### src/rtl/celula_2de3_comp.sv
// Registered 2-of-3 threshold cell with hysteresis (TH23), one independent cell per lane.
// Inputs pass through an optional synchronizer chain before reaching the state flop.
module celula_2de3_comp #(
  parameter int WIDTH       = 1,
  parameter int SYNC_STAGES = 2
) (
  input  logic             clk,
  input  logic             rst,
  input  logic [WIDTH-1:0] a,
  input  logic [WIDTH-1:0] b,
  input  logic [WIDTH-1:0] c,
  output logic [WIDTH-1:0] z
);

  // Set on two or more ones, clear on all zeros, otherwise keep the current state.
  function automatic logic [WIDTH-1:0] th23_next(
    input logic [WIDTH-1:0] sa_v,
    input logic [WIDTH-1:0] sb_v,
    input logic [WIDTH-1:0] sc_v,
    input logic [WIDTH-1:0] z_v
  );
    logic [WIDTH-1:0] majority;
    logic [WIDTH-1:0] any_one;
    majority  = (sa_v & sb_v) | (sa_v & sc_v) | (sb_v & sc_v);
    any_one   = sa_v | sb_v | sc_v;
    th23_next = majority | (z_v & any_one);
  endfunction

  logic [WIDTH-1:0] sa;
  logic [WIDTH-1:0] sb;
  logic [WIDTH-1:0] sc;
  logic [WIDTH-1:0] z_p1;

  // Stage p0: input synchronizer chains (bypassed entirely when SYNC_STAGES is 0)
  generate
    if (SYNC_STAGES == 0) begin : g_direct
      assign sa = a;
      assign sb = b;
      assign sc = c;
    end else begin : g_sync
      logic [SYNC_STAGES-1:0][WIDTH-1:0] a_sync_p0;
      logic [SYNC_STAGES-1:0][WIDTH-1:0] b_sync_p0;
      logic [SYNC_STAGES-1:0][WIDTH-1:0] c_sync_p0;

      always_ff @(posedge clk or posedge rst) begin
        if (rst) begin
          a_sync_p0 <= '0;
          b_sync_p0 <= '0;
          c_sync_p0 <= '0;
        end else begin
          a_sync_p0[0] <= a;
          b_sync_p0[0] <= b;
          c_sync_p0[0] <= c;
          for (int k = 1; k < SYNC_STAGES; k++) begin
            a_sync_p0[k] <= a_sync_p0[k-1];
            b_sync_p0[k] <= b_sync_p0[k-1];
            c_sync_p0[k] <= c_sync_p0[k-1];
          end
        end
      end

      assign sa = a_sync_p0[SYNC_STAGES-1];
      assign sb = b_sync_p0[SYNC_STAGES-1];
      assign sc = c_sync_p0[SYNC_STAGES-1];
    end
  endgenerate

  // Stage p1: cell state; the output is taken straight from this flop so it cannot glitch
  always_ff @(posedge clk or posedge rst) begin
    if (rst) begin
      z_p1 <= '0;
    end else begin
      z_p1 <= th23_next(sa, sb, sc, z_p1);
    end
  end

  assign z = z_p1;

endmodule

### config.mk
export PLATFORM = sky130hd
export DESIGN_NAME = celula_2de3_comp
export DESIGN_NICKNAME = d
export VERILOG_FILES = /design/src/rtl/celula_2de3_comp.sv
export SDC_FILE = /design/constraint.sdc
export NUM_CORES = 1
export LEC_CHECK = 0
export BUFFER_PORTS_ARGS = -buffer_cell sky130_fd_sc_hd__buf_2
export CAP_MARGIN = 10
export CORE_AREA = 3 3 40 42
export DETAILED_ROUTE_END_ITERATION = 16
export DIE_AREA = 0 0 43 45
export PLACE_DENSITY = 0.3
export SYNTH_ARGS = -nofsm -noshare
export SYNTH_HDL_FRONTEND = slang
export SYNTH_SLANG_ARGS = --single-unit
### constraint.sdc
create_clock -name clk -period 0.8 [get_ports clk]
set_input_delay 0.16 -clock clk [delete_from_list [all_inputs] [get_ports clk]]
set_output_delay 0.16 -clock clk [all_outputs]
set_load 0.05 [all_outputs]
Word level (Yosys, flattened, before mapping):

Cells that the tools add are included.
Widths: inputs -> output; s select.

* register bits after elaboration: 7
* bits of input ports: 5
* output and inout port bits: 1
* word-level logic and storage cells: 16

* bitwise operators: 9

Operators with widths (count)
* $or 1x1->1: 5
* $and 1x1->1: 4

Logic depth before layout (Yosys ltp):

Gate-level depths: netlist of the first run.

* depth after elaboration: 4
* mapped depth: 2
* mapped depth without buffers: 2

Worst setup path after synthesis of the first run:

Ideal clock, no wire load.

* path kind: reg-to-reg
* start point: register z_p1 (netlist: z)
* end point: register z_p1 (netlist: z)
* setup time: 0.125 ns
* arrival time: 0.885 ns
* required time: 0.675 ns
* path slack: -0.210 ns
* cell stages (with the launch flop): 3
* buffers on the path: 0
* period minus slack after synthesis: 1.010 ns
* path through: dfrtp_1 -> a211oi_1 -> nor2_1

* cells in the longest elaborated chain, start to end: 2

Ends and longest elaborated chain
* from (decl): line 32 `logic [WIDTH-1:0] z_p1;`
* from (signal assigned): line 73 `z_p1 <= th23_next(sa, sb, sc, z_p1);`
* $and 1x1->1: line 26 `th23_next = majority | (z_v & any_one);`
* $or 1x1->1: line 26

No other way between the ends.

Worst setup path after layout of the first run:

* start point: register z_p1 (netlist: z)
* end point: output z

RTL lines
* to (decl): line 12 `output logic [WIDTH-1:0] z`

No word-level cell between the ends.

==> flow_summary.json, run 1 <==
{
  "drc_errors": 0,
  "violations": "negative setup slack",
  "status": "finished, violations left",
  "min_period_over_period_pct": 119.5,
  "cts_tree": "done",
  "grt_start_max_net_pins": 8,
  "cp_cell_sequence": "buf_6",
  "max_stage_delay_ns": 0.40,
  "die_area_um2": 1935,
  "antenna_found_initial": 0,
  "grt_pass1_wl_um": 407,
  "syn_nets": 16,
  "path_max_fanout": 2,
  "gr-total-overflow": 0,
  "worst_hold_path.endpoint": "g_sync.a_sync_p0[0]",
  "pwr-share-seq_pct": 50.8,
  "vias": 120,
  "final_max_slew_viol_count": 0,
  "synth_cell_type_count": 4,
  "core-area_um2": 1285,
  "maxCapViolCount": 0,
  "power_uw": 761.4,
  "critPathSlowestCell": "dfrtp_2",
  "grt_usage_pct": 3.953,
  "wirelength_um": 284,
  "placed_area_um2": 252.7,
  "hp-class": "in2reg",
  "maxSlewHeadroom_pct": 82.84,
  "wl_per_cell_um": 7.676,
  "fin_ws_ns": -0.1562,
  "synth_area_um2": 197.7,
  "reg2reg_slack_ns": -0.07,
  "powerDensity_nw_per_um2": 2514,
  "htree_levels": 1,
  "cts.path.max_buffers": 2,
  "finalSetupViolations": 2,
  "clk_latency_ns": 0.25,
  "dr.pass1.iters": 1,
  "layout-drive-gt1-share_pct": 54.55,
  "path_buf_inv": 1,
  "endpoint_kind": "output pin",
  "utilization_pct": 23.56,
  "min_period_ns": 0.9562,
  "worstSetupPathType": "reg2out",
  "diodes": 0,
  "irDropWorstVdd_mv": 0.5960,
  "rows": 13,
  "vias_per_cell": 3.243,
  "synthCells": 11,
  "swShare_pct": 21.92,
  "share_comb_of_total_power_pct": 8.2,
  "yosysWarnings": 0,
  "nets": 28,
  "p_int_uw": 594.4,
  "hold_viol_final": 0,
  "start_util_pct": 15.38,
  "p_leak_uw": 0.0001348,
  "die_w_um": 43,
  "maxClockFrequency_mhz": 1046,
  "rr_startpoint": "z",
  "min_path_cells": 1,
  "p_switching_uw": 166.9,
  "final_area_um2": 302.8,
  "hold_start": "a",
  "drt_iter0_drc": 0,
  "clock-sinks": 7,
  "clk_pin_slew_worst_paths_ns": 0.05,
  "postSynthAreaPerCell_um2": 17.97,
  "rsz0062_at_grt": "true",
  "area_growth_pct": 53.16,
  "first_global_vias": 104,
  "cpLargestDelayFamily": "flip-flops",
  "drtAntennaViolNets": 0,
  "startpoint_type": "flop",
  "port_buffers": 5,
  "ys_ff_latch": 7,
  "place_ws_ns": 0.002230,
  "arrival_ns": 0.80,
  "ios": 6,
  "die_height_um": 45,
  "worst_pin_slew_ns": 0.2572,
  "ys_seq_area_share_pct": 88.61,
  "fin_tns_setup_ns": -0.2275,
  "worstPathRequired_ns": 0.64,
  "gp_congestion": 0.5825,
  "cts_buffers": 3,
  "root_buffer": "clkbuf_4",
  "r2r_cells": 3,
  "pwr-share-clk_pct": 41.0,
  "fin_skew_ns": 0.002042,
  "reg2reg_to": "z"
}
## metal layers
| metal | share of wire, % | global-route usage (%) |
|---|---|---|
| met5 | 0 | 0 |
| met4 | 8.1 | 7.229 |
| met3 | 12 | 3.586 |
| met2 | 39 | 2.994 |
| met1 | 41 | 3.970 |
## repair_timing
item                                   CTS  global route
resized for setup                        2             0
endpoints found under the hold margin    7             0
hold buffers                             1             0
setup endpoints to repair                2             2
setup buffers                            1             0
## state kept, by name, summed over array words and instances, names as in the netlist
| register | count |
|---|---|
| sc | 1 |
| sb | 1 |
| sa | 1 |
| g_sync.b_sync_p0 | 1 |
| g_sync.c_sync_p0 | 1 |
| g_sync.a_sync_p0 | 1 |
| z | 1 |
## worst max-delay path by stage
stage          startpoint  end  slack [ns]  depth (start not counted)
2_1_floorplan           z    z       -0.07                          2
3_3_place_gp            z    z        0.02                          1
3_5_place_dp           sa    z       0.002                          2
4_1_cts                 z    z       -0.17                          1
5_1_grt                 z    z       -0.19                          1
6_report                z    z       -0.16                          1
## power by group through the flow
stage	Sequential (uW)	Clock [uW]	Combinational, uW
final	387	312	62.1
after floorplan	409	0	12.0
after CTS	387	334	63.2
after global placement	394	0	44.3
after detailed placement	395	0	44.7
after global routing	389	351	66.5
## synthesized netlist by cell type
| cell | n | area, um^2 |
|---|---|---|
| a211oi_1 | 2 | 15.01 |
| dfrtp_1 | 7 | 175.2 |
| inv_1 | 1 | 3.750 |
| nor2_1 | 1 | 3.750 |
## through the flow
| step | cells | hold WS (ns) |
|---|---|---|
| after floorplan | 11 | -0.03667 |
| after global placement | 31 | 0.09791 |
| after detailed placement | 31 | 0.1006 |
| after CTS | 37 | 0.004848 |
| after global routing | 37 | 0.003092 |
| final | 37 | 0.01629 |
## layout make-up
type | count | area [um^2]
fill | 140 | 982.2
sequential | 7 | 176.4
timing repair buffer | 7 | 48.80
multi-input combinational | 3 | 28.78
clock buffer | 4 | 26.28
tap | 15 | 18.77
inverter | 1 | 3.754
## cells in the final DEF, fill, tap and decap left out
cell type and n:
dfrtp_1 6, buf_2 4, clkbuf_4 3, a211oi_2 2, nor2_1 1, inv_1 1
clkbuf_1 1, dlygate4sd3_1 1, buf_6 1, buf_4 1, dfrtp_2 1
## kinds of logic after synthesis
kind of cell    Yosys count  synth area share, %
flops                     7                88.61
compound gates            2                7.593
buf+inv                   1                1.897
simple gates              1                1.897
Power figures use the tool's default switching activity.
==> run 2, diff against run 1 <==
BUFFER_PORTS_ARGS = default   (was -buffer_cell sky130_fd_sc_hd__buf_2)
DONT_BUFFER_PORTS = 1   (was default)
GPL_TIMING_DRIVEN = 0   (was default)
==> flow_summary.json, run 2 (synthesized netlist as in run 1, its figures left out) <==
{
  "fin_skew_ns": 0.002308,
  "die_height_um": 45,
  "share_comb_of_total_power_pct": 3.9,
  "arrival_ns": 0.79,
  "final_cell_mix": "6 x dfrtp_1, 4 x dlygate4sd3_1, 3 x clkbuf_4",
  "ios": 6,
  "powerDensity_nw_per_um2": 2541,
  "rsz0062_at_grt": "true",
  "drtAntennaViolNets": 0,
  "pwr-share-seq_pct": 54.4,
  "die_area_um2": 1935,
  "maxCapViolCount": 0,
  "met3_usage_pct": 3.586,
  "violations": "negative setup slack",
  "layout_commonest_cell": "dfrtp_1",
  "fin_ws_ns": -0.1483,
  "min_period_over_period_pct": 118.5,
  "final_area_um2": 294.0,
  "min_period_ns": 0.9483,
  "hpwl_um": 184.2,
  "drt_iter0_drc": 0,
  "fin_tns_setup_ns": -0.2606,
  "grt_start_max_net_pins": 8,
  "startpoint_type": "flop",
  "wirelength_um": 305,
  "diodes": 0,
  "maxSlewHeadroom_pct": 79.73,
  "cts.path.max_buffers": 2,
  "area_growth_pct": 48.73,
  "worst_pin_slew_ns": 0.3041,
  "vias": 113,
  "worstPathRequired_ns": 0.64,
  "clock-sinks": 7,
  "drc_errors": 0,
  "hold_slack_ns": 0.2843,
  "rows": 13,
  "status": "finished, violations left",
  "antenna_found_initial": 0,
  "cts_buffers": 3,
  "clk_pin_slew_worst_paths_ns": 0.05,
  "hp-class": "in2async",
  "endpoint_kind": "output pin",
  "pwr-share-clk_pct": 41.7,
  "place_ws_ns": -0.1073,
  "die_w_um": 43,
  "maxClockFrequency_mhz": 1054,
  "port_buffers": 0,
  "wl_per_cell_um": 8.971,
  "use_met1_pct": 3.980,
  "start_util_pct": 15.38,
  "hold_viol_final": 0,
  "vias_per_cell": 3.324,
  "htree_levels": 1,
  "core-area_um2": 1285,
  "first_global_vias": 134,
  "clk_latency_ns": 0.24,
  "use_met2_pct": 5.090,
  "cts_tree": "done",
  "gr-total-overflow": 0,
  "finalSetupViolations": 2,
  "path_max_fanout": 3,
  "power_uw": 747.0,
  "r2r_cells": 2,
  "layout-drive-gt1-share_pct": 31.58,
  "grt_pass1_wl_um": 483,
  "worstSetupPathType": "reg2out",
  "p_leak_uw": 0.0001212,
  "nets": 25,
  "dr.pass1.iters": 1,
  "gp_congestion": 0.5815,
  "p_switching_uw": 163.9,
  "root_buffer": "clkbuf_4",
  "irDropWorstVdd_mv": 0.7828,
  "final_max_slew_viol_count": 0,
  "grt_busiest_layer": "met2",
  "nFillCells": 139,
  "p_int_uw": 583.1,
  "placed_area_um2": 227.7,
  "grt_usage_pct": 3.788,
  "cp_num_cells": 0,
  "swShare_pct": 21.94
}
## run 2: changes by cell type in the layout (fill, tap and decap cells not counted)
cell / change
dlygate4sd3_1: +3
buf_4: -1
buf_6: -1
buf_2: -4
## run 2: path summary, 6_finish.rpt
kind                                  endpoint  slack (ns)                 from
min in group clk                            sa        0.35  g_sync.a_sync_p0[0]
max reg2reg                                  z       -0.11                    z
max in group asynchronous                    z        0.29                  rst
min reg2reg                                 sa        0.35  g_sync.a_sync_p0[0]
min                        g_sync.c_sync_p0[0]        0.28                  rst
max                                          z       -0.15                    z
## run 2: final cells by class
cell class,instances,area (um^2),share of cell area [%]
flip-flops and latches,7,176.4,60.00
repair buffers,4,40.04,13.62
multi-input cells,3,28.78,9.787
clock buffers,4,26.28,8.936
well taps,15,18.77,6.383
inverters,1,3.754,1.277
## run 2: power by group through the flow
stage	clock, uW	combinational (uW)	sequential [uW]
2_1_floorplan	0	12.0	409
3_3_place_gp	0	13.9	412
3_5_place_dp	0	14.7	412
4_1_cts	325	29.6	407
5_1_grt	351	33.6	408
6_report	311	29.5	406
## run 2: metrics by stage
step	utilization, %	std cells
floorplan	-	11
global placement	17.72	26
detailed placement	17.72	26
CTS	22.88	34
global route	22.88	34
finish	22.88	34
## run 2: worst reg2reg max path, delay by kind of cell (launching register included)
kind / cells / cell delay (ns)
DFF: 1 / 0.52
AOI/OAI and AO/OA: 1 / 0.22
and+or+nand+nor: 1 / 0.06
## run 2: routing by layer
| metal | vias to the layer above | share of wire, % |
|---|---|---|
| li1 | 51 | - |
| met1 | 56 | 44 |
| met3 | 0 | 9.2 |
| met2 | 6 | 47 |
| met4 | 0 | 0 |
| met5 | - | 0 |
## run 2: what timing repair did
item	in CTS	in global routing
gates resized for setup	0	0
hold buffers	4	0
setup buffers	0	0
endpoints found under the hold margin	10	0
setup endpoints to repair	2	2
